--- config.mk ---
export PLATFORM = sky130hd
export DESIGN_NAME = serial_frame_tx
export DESIGN_NICKNAME = d
export VERILOG_FILES = /design/src/rtl/serial_frame_tx_pkg.sv /design/src/rtl/serial_frame_tx_bit_timer.sv /design/src/rtl/serial_frame_tx.sv
export SDC_FILE = /design/constraint.sdc
export NUM_CORES = 1
export LEC_CHECK = 0
export CORE_MARGIN = 2
export CORE_UTILIZATION = 45
export CTS_CLUSTER_SIZE = 12
export DETAILED_ROUTE_END_ITERATION = 16
export PLACE_DENSITY_LB_ADDON = 0.3
export SETUP_SLACK_MARGIN = 0.05
export SYNTH_ARGS = -nofsm -noshare
export SYNTH_HDL_FRONTEND = slang
export SYNTH_HIERARCHICAL = 1
export SYNTH_SLANG_ARGS = --single-unit
export TNS_END_PERCENT = 1
--- constraint.sdc ---
create_clock -name clk -period 4.8 [get_ports clk]
set_clock_uncertainty 0.15 [all_clocks]
set_input_delay 0.96 -clock clk [delete_from_list [all_inputs] [get_ports clk]]
set_output_delay 0.96 -clock clk [all_outputs]
set_load 0.02 [all_outputs]
--- src/rtl/serial_frame_tx_pkg.sv ---
// Shared frame-transmitter definitions: FSM state encodings and the idle line level.
// The matching receiver imports the same header.
package serial_frame_tx_pkg;

    typedef enum logic [2:0] {
        IDLE   = 3'd0,
        START  = 3'd1,
        DATA   = 3'd2,
        PARITY = 3'd3,
        STOP   = 3'd4
    } tx_state_t;

    localparam logic LINE_IDLE = 1'b1;

endpackage

--- src/rtl/serial_frame_tx_bit_timer.sv ---
// Bit-period timer: counts 0..CLKS_PER_BIT-1 while enabled, held at 0 otherwise.
// tick marks the last cycle of each bit period.
module bit_timer #(
    parameter int CLKS_PER_BIT = 4
) (
    input  logic clk,
    input  logic rst,
    input  logic en,
    output logic tick
);

    localparam int CW = (CLKS_PER_BIT > 1) ? $clog2(CLKS_PER_BIT) : 1;
    localparam logic [CW-1:0] LAST = CW'(CLKS_PER_BIT - 1);

    logic [CW-1:0] cnt;

    always_ff @(posedge clk or negedge rst) begin
        if (!rst) begin
            cnt <= '0;
        end else if (!en || cnt == LAST) begin
            cnt <= '0;
        end else begin
            cnt <= cnt + 1'b1;
        end
    end

    assign tick = en && (cnt == LAST);

endmodule

--- src/rtl/serial_frame_tx.sv ---
// Serial frame transmitter: start bit, DATA_W data bits LSB first, optional even
// parity, STOP_BITS stop bits. The line output is registered.
module serial_frame_tx
    import serial_frame_tx_pkg::*;
#(
    parameter int DATA_W       = 8,
    parameter int CLKS_PER_BIT = 4,
    parameter int PARITY_EN    = 0,
    parameter int STOP_BITS    = 1
) (
    input  logic              clk,
    input  logic              rst,
    input  logic [DATA_W-1:0] data,
    input  logic              valid,
    output logic              ready,
    output logic              q,
    output logic              busy
);

    localparam int IW = $clog2(DATA_W + 1);
    localparam logic [IW-1:0] LAST_DATA = IW'(DATA_W - 1);
    localparam logic [IW-1:0] LAST_STOP = IW'(STOP_BITS - 1);

    tx_state_t         state, state_nx;
    logic [DATA_W-1:0] sh, sh_nx, sh_shifted;
    logic [IW-1:0]     idx, idx_nx;
    logic              par, par_nx;
    logic              q_nx;
    logic              tick;

    bit_timer #(
        .CLKS_PER_BIT(CLKS_PER_BIT)
    ) u_timer (
        .clk (clk),
        .rst (rst),
        .en  (state != IDLE),
        .tick(tick)
    );

    assign ready      = (state == IDLE);
    assign busy       = !ready;
    assign sh_shifted = sh >> 1;

    always_ff @(posedge clk or negedge rst) begin
        if (!rst) begin
            state <= IDLE;
            sh    <= '0;
            idx   <= '0;
            par   <= 1'b0;
            q     <= LINE_IDLE;
        end else begin
            state <= state_nx;
            sh    <= sh_nx;
            idx   <= idx_nx;
            par   <= par_nx;
            q     <= q_nx;
        end
    end

    // q_nx is the line level of the state being entered, so q changes on the
    // same edge as the state/bit transition.
    always_comb begin
        state_nx = state;
        sh_nx    = sh;
        idx_nx   = idx;
        par_nx   = par;
        q_nx     = q;
        case (state)
            IDLE: begin
                q_nx = LINE_IDLE;
                if (valid) begin
                    sh_nx    = data;
                    par_nx   = ^data;
                    idx_nx   = '0;
                    state_nx = START;
                    q_nx     = 1'b0;
                end
            end
            START: begin
                if (tick) begin
                    state_nx = DATA;
                    idx_nx   = '0;
                    q_nx     = sh[0];
                end
            end
            DATA: begin
                if (tick) begin
                    sh_nx = sh_shifted;
                    if (idx == LAST_DATA) begin
                        idx_nx = '0;
                        if (PARITY_EN != 0) begin
                            state_nx = PARITY;
                            q_nx     = par;
                        end else begin
                            state_nx = STOP;
                            q_nx     = LINE_IDLE;
                        end
                    end else begin
                        idx_nx = idx + 1'b1;
                        q_nx   = sh_shifted[0];
                    end
                end
            end
            PARITY: begin
                if (tick) begin
                    state_nx = STOP;
                    idx_nx   = '0;
                    q_nx     = LINE_IDLE;
                end
            end
            STOP: begin
                q_nx = LINE_IDLE;
                if (tick) begin
                    if (idx == LAST_STOP) begin
                        state_nx = IDLE;
                        idx_nx   = '0;
                    end else begin
                        idx_nx = idx + 1'b1;
                    end
                end
            end
            default: begin
                state_nx = IDLE;
                q_nx     = LINE_IDLE;
            end
        endcase
    end

endmodule

==> run metrics, run 1 <==
status=completed; Primary FF master, synth=dfrtp_1; worst vdd ir=0.352 mV; sequential power share=44.0%; final setup violating endpoints=0; num ports=14; Yosys cell types=36; Final period util=65.3%; CP max FO=11; Post-CTS Hold Buffers=0; max-cap violations=0; top cells by area, synth=dfrtp_1 (40%), mux2i_1 (6.6%), nand2_1 (5.0%); Clk pwr share=16.1%; crit-path max cell delay=600 ps; xor/xnor share of the synthesized area=0.829%; n_diodes=0; via count normalized by instance count=5.21; width of the die=52.4 um; Synth top area share=40.3%; FF-to-FF setup slack=2500 ps; relative slew slack=43.0%; Synth Cell Area=0.00106 mm2; Max H-tree Level=1; post-layout min period=3130 ps; Slew @ Worst Pin=851 ps; Starting Density=47.7%; final hold vios=0; Post-Synth Adder-Cell Area=3.55%; post-synthesis mux area share=9.83%; antenna violations before repair=0; RSZ-0062 raised after global routing=false; vias=740; FP Rows=17; Final Net Count=129; simple-gate share of the synthesized area=20.7%; first-pass GRT wire length=2.90 mm; worst path bufs/invs=2; CTS tree=built; worst setup path category=flop to output port; Core Region=0.00221 mm2; top cell family by delay on the critical path=buffers and inverters; Max Clk Rate=0.319 GHz; Post-CTS Setup Bufs=0; share of post-route cells with drive strength above 1=13.2%; CTS max path bufs=2; Clock Sinks=18; Ys Warns=6; element type at the critical path end=output port; TNS Setup=0 ps; largest family of logic cells by synthesized area=simple AND/OR/NAND/NOR gates; Area Overhead vs Synth=13.6%; Clock Latency Late Sink=300 ps; ys async rst share=100%; GRT Util Overall=14.8%; Worst-path clk slew=100 ps; Worst Hold Class=flop to flop; Crit path arrival time=2020 ps; HPWL Detailed=1.30 mm; Placer Congestion=0.731; leakage power=0.507 nW; Syn Inst Count=103; EDFF count, synth=0; area leader, netlist=dfrtp_1; register bit total from synthesis=18; total CTS buffers=3; DRT Wirelength=1.76 mm; die area=0.00275 mm2; Wirelength per Cell=12.4 um; Synth Area in Compound Gates=14.7%; Slowest cell on crit path=clkdlybuf4s50_1; Post-DRT Antenna Nets=0; CP required=3690 ps; CP startpoint kind=flop; internal power=0.373 mW; switching part of the total power=36.8%; 1st-pass router iterations=4; remaining routing DRC violations=0; Congestion Overflow GR=0; cts repair resizes=0; Port Buf Inserts=13; Sw Pwr=0.217 mW; Syn Area/Cell=10.3 um2; largest net degree at the start of global routing=19; Power Dens Cells=492 mW/mm2; Die Y=52.4 um; Seq/Total Area, Yosys=42.8%; max-slew violations=0; CTS root buf=clkbuf_4; syn nets=117; vias in the first global route=663; DRT iter0 DRCs=9; Tot Pwr=0.591 mW; worst-path cell chain=or3_1 > inv_1 > clkdlybuf4s50_1; combinational cell fraction of total power=39.9%
[layer usage]
layer | wire length (um) | vias to the layer above | track usage (%)
met5 | 0 | - | 0
met4 | 45 | 0 | 11.1
met3 | 43 | 5 | 2.57
met2 | 813 | 9 | 21.0
met1 | 853 | 345 | 20.0
li1 | - | 381 | -
[placed cells by master (no fill, tap or decap)]
cell | synthesis | final
o21ai_1 | 7 | 7
a211o_1 | 1 | 1
nor4_1 | 1 | 1
nor2_1 | 2 | 2
nand2b_1 | 3 | 3
mux2_2 | 1 | 1
and2b_1 | 2 | 2
o21ai_0 | 6 | 6
ha_1 | 3 | 3
and3b_1 | 2 | 2
xnor2_1 | 1 | 1
clkbuf_8 | 0 | 1
nand3_1 | 2 | 2
a32o_1 | 1 | 1
inv_1 | 6 | 6
nor3b_2 | 3 | 3
and2_2 | 1 | 1
mux2i_1 | 7 | 7
o31ai_1 | 1 | 1
clkdlybuf4s50_1 | 0 | 13
o311a_1 | 1 | 1
clkbuf_4 | 0 | 3
o311ai_2 | 1 | 1
o21ba_2 | 1 | 1
dfstp_2 | 1 | 1
o21ai_2 | 1 | 1
nand3b_1 | 1 | 1
or3_1 | 1 | 1
a221oi_1 | 1 | 1
nor2_4 | 1 | 1
mux2i_4 | 1 | 1
dfrtp_1 | 17 | 17
nor3_1 | 3 | 3
a21oi_1 | 2 | 2
nor2b_1 | 1 | 1
nand2_1 | 14 | 14
[power groups by stage]
stage | clock (mW) | combinational [mW] | sequential, mW
after floorplan | 0 | 0.215 | 0.241
after global placement | 0 | 0.233 | 0.259
after detailed placement | 0 | 0.238 | 0.263
after CTS | 0.0968 | 0.240 | 0.260
after global routing | 0.105 | 0.266 | 0.270
final | 0.0950 | 0.236 | 0.260
[layout make-up]
type	instances	area (um2)
clock buffers	4	36.3
multi-input cells	73	524
flip-flops and latches	18	452
fillers	221	1010
inverters	6	22.5
well taps	28	35.0
repair buffers	13	130
[logic make-up (layout without fill, tap and decap cells)]
logic type                 Yosys count  count (layout)
and+or+nand+nor                     37              37
AOI/OAI and AO/OA                   23              23
DFF                                 18              18
buffers and inverters               12              23
muxes                                9               9
adders and majority gates            3               3
xor gates and xnor gates             1               1
[cell usage after synthesis, drive strengths merged (2+ instances only)]
cell	count
a21oi	2
ha	3
inv	6
buf	6
mux2i	8
nor2	3
and2b	2
nor3	3
nand2b	3
nor3b	3
nand2	14
dfrtp	17
nand3	2
o21ai	14
and3b	2
[sequential cells by signal (all words and copies together) (netlist names)]
name	cells
u_timer/cnt	2
idx	4
state	3
sh	8
q	1
[per-stage QoR]
stage	instances	hold slack, ps	worst slack (ps)	instance area [um2]	util (%)
global route	142	339	1550	1200	54.2
detailed placement	138	301	2010	1160	52.6
CTS	142	318	1660	1200	54.2
finish	142	311	1670	1200	54.2
floorplan	103	279	2460	1060	-
global placement	138	293	2050	1160	52.6
[final timing paths]
path,from,endpoint,cells past startpoint
worst min register to register,u_timer/cnt[0],u_timer/cnt[0],1
max in group asynchronous,rst,sh[0],1
worst max-delay path,state[0],ready,3
worst max register to register,state[0],idx[2],6
min in group asynchronous,rst,idx[1],1
worst min-delay path,u_timer/cnt[0],u_timer/cnt[0],1
(Power assumes the default switching activity.)
==> run 2, diff against run 1 <==
==> constraint.sdc (replaced) <==
create_clock -name clk -period 2.5 [get_ports clk]
set_clock_uncertainty 0.15 [all_clocks]
set_input_delay 0.5 -clock clk [delete_from_list [all_inputs] [get_ports clk]]
set_output_delay 0.5 -clock clk [all_outputs]
set_load 0.02 [all_outputs]
==> run 2 against run 1 <==
Sequential power is 75% higher. Clock power is 87% higher. Largest cell class unchanged. Combinational power is 120% higher.
==> run metrics, run 2 (synthesis results as in run 1) <==
status=completed; Worst-path clk slew=100 ps; Clock Latency Late Sink=290 ps; leakage power=0.535 nW; FP Rows=17; sequential power share=39.2%; CTS root buf=clkbuf_4; Clock Sinks=18; Top reg by flops=sh; most crowded layer after global routing=met2; final hold vios=0; share of post-route cells with drive strength above 1=16.8%; M1 GR Usage=21.6%; worst setup path category=flop to output port; most frequent cells in the layout=dfrtp_1 (17), nand2_1 (14), clkdlybuf4s50_1 (12); width of the die=52.4 um; GR Util met3=1.71%; Wirelength per Cell=12.5 um; Post-DRT Antenna Nets=0; Fillers=207; Setup WS pre-CTS=370 ps; Power Dens Cells=942 mW/mm2; worst vdd ir=0.541 mV; CP required=1850 ps; Crit path arrival time=1670 ps; DRT Wirelength=1.84 mm; TNS Setup=0 ps; internal power=0.738 mW; CP startpoint kind=flop; Starting Density=47.7%; remaining routing DRC violations=0; DRT iter0 DRCs=7; Die Y=52.4 um; switching part of the total power=36.6%; GRT Util Overall=15.5%; Congestion Overflow GR=0; grt met2 use=24.2%; die area=0.00275 mm2; combinational cell fraction of total power=45.5%; num ports=14; antenna violations before repair=0; largest net degree at the start of global routing=16; CTS max path bufs=2; Tot Pwr=1.16 mW; Sw Pwr=0.426 mW; commonest non-fill, non-tap cell in the layout=dfrtp_1; max-cap violations=0; Core Region=0.00221 mm2; Port Buf Inserts=13; Max Clk Rate=0.430 GHz; 1st-pass router iterations=4; Slew @ Worst Pin=413 ps; post-layout min period=2320 ps; CP max FO=5; HPWL Detailed=1.42 mm; max reg flops=8; relative slew slack=72.4%; RSZ-0062 raised after global routing=false; Final period util=92.9%; element type at the critical path end=output port; Max H-tree Level=1; top flop regs=sh x8, idx x4, state x3; Worst Hold Class=flop to flop; CTS tree=built; final setup violating endpoints=0; first-pass GRT wire length=3.15 mm; via count normalized by instance count=5.24; total CTS buffers=3; final worst slack=177 ps; hold slack=313 ps; Placer Congestion=0.812; vias=771; vias in the first global route=711; Final Net Count=134; Clk pwr share=15.3%; max-slew violations=0; n_diodes=0; Area Overhead vs Synth=17.1%
[run 2: changes by cell type in the layout (fill, tap and decap cells not counted)]
cell,previous run,this run
buf_4,0,5
clkdlybuf4s50_1,13,12
dlygate4sd2_1,0,1
[run 2: power groups by stage]
stage	registers (mW)	clock network [mW]	logic, mW
2_1_floorplan	0.464	0	0.412
3_3_place_gp	0.458	0	0.523
3_5_place_dp	0.464	0	0.538
4_1_cts	0.457	0.183	0.534
5_1_grt	0.470	0.194	0.591
6_report	0.456	0.178	0.530
[run 2: worst paths after layout]
kind	start	endpoint	slack (ps)	cells past startpoint
setup / recovery	state[0]	busy	180	2
hold / removal	u_timer/cnt[0]	u_timer/cnt[0]	310	1
setup reg to reg	state[0]	idx[2]	420	6
hold reg to reg	u_timer/cnt[0]	u_timer/cnt[0]	310	1
max in group asynchronous	rst	q	1290	2
min in group asynchronous	rst	state[1]	350	1
[run 2: timing repair]
item | in CTS | in global routing
gates resized for setup | 1 | 0
hold buffers | 0 | 0
setup endpoints to repair | 1 | 0
setup buffers | 0 | 0
[run 2: worst max-delay path: stages (launching register included)]
cell             delay [ps]
dfrtp_1                 390
or3_1                   430
clkdlybuf4s50_1         570
[run 2: metal layers]
metal	routed length, um	part of all wire, %
met1	921	50
met2	841	46
met3	46	2.5
met4	34	1.8
met5	0	0
[run 2: through the flow]
stage	std cells	instance area [um2]	utilization, %
after CTS	147	1240	55.9
after global routing	147	1240	55.9
after floorplan	103	1060	-
final	147	1240	55.9
after global placement	143	1200	54.3
after detailed placement	143	1200	54.3
[run 2: cell type report]
| class | count | area [um2] | share of cell area, % |
|---|---|---|---|
| Multi-Input combinational cell | 73 | 524 | 42.4 |
| Sequential cell | 18 | 452 | 36.5 |
| Timing Repair Buffer | 18 | 166 | 13.5 |
| Clock buffer | 4 | 36.3 | 2.94 |
| Tap cell | 28 | 35.0 | 2.83 |
| Inverter | 6 | 22.5 | 1.82 |
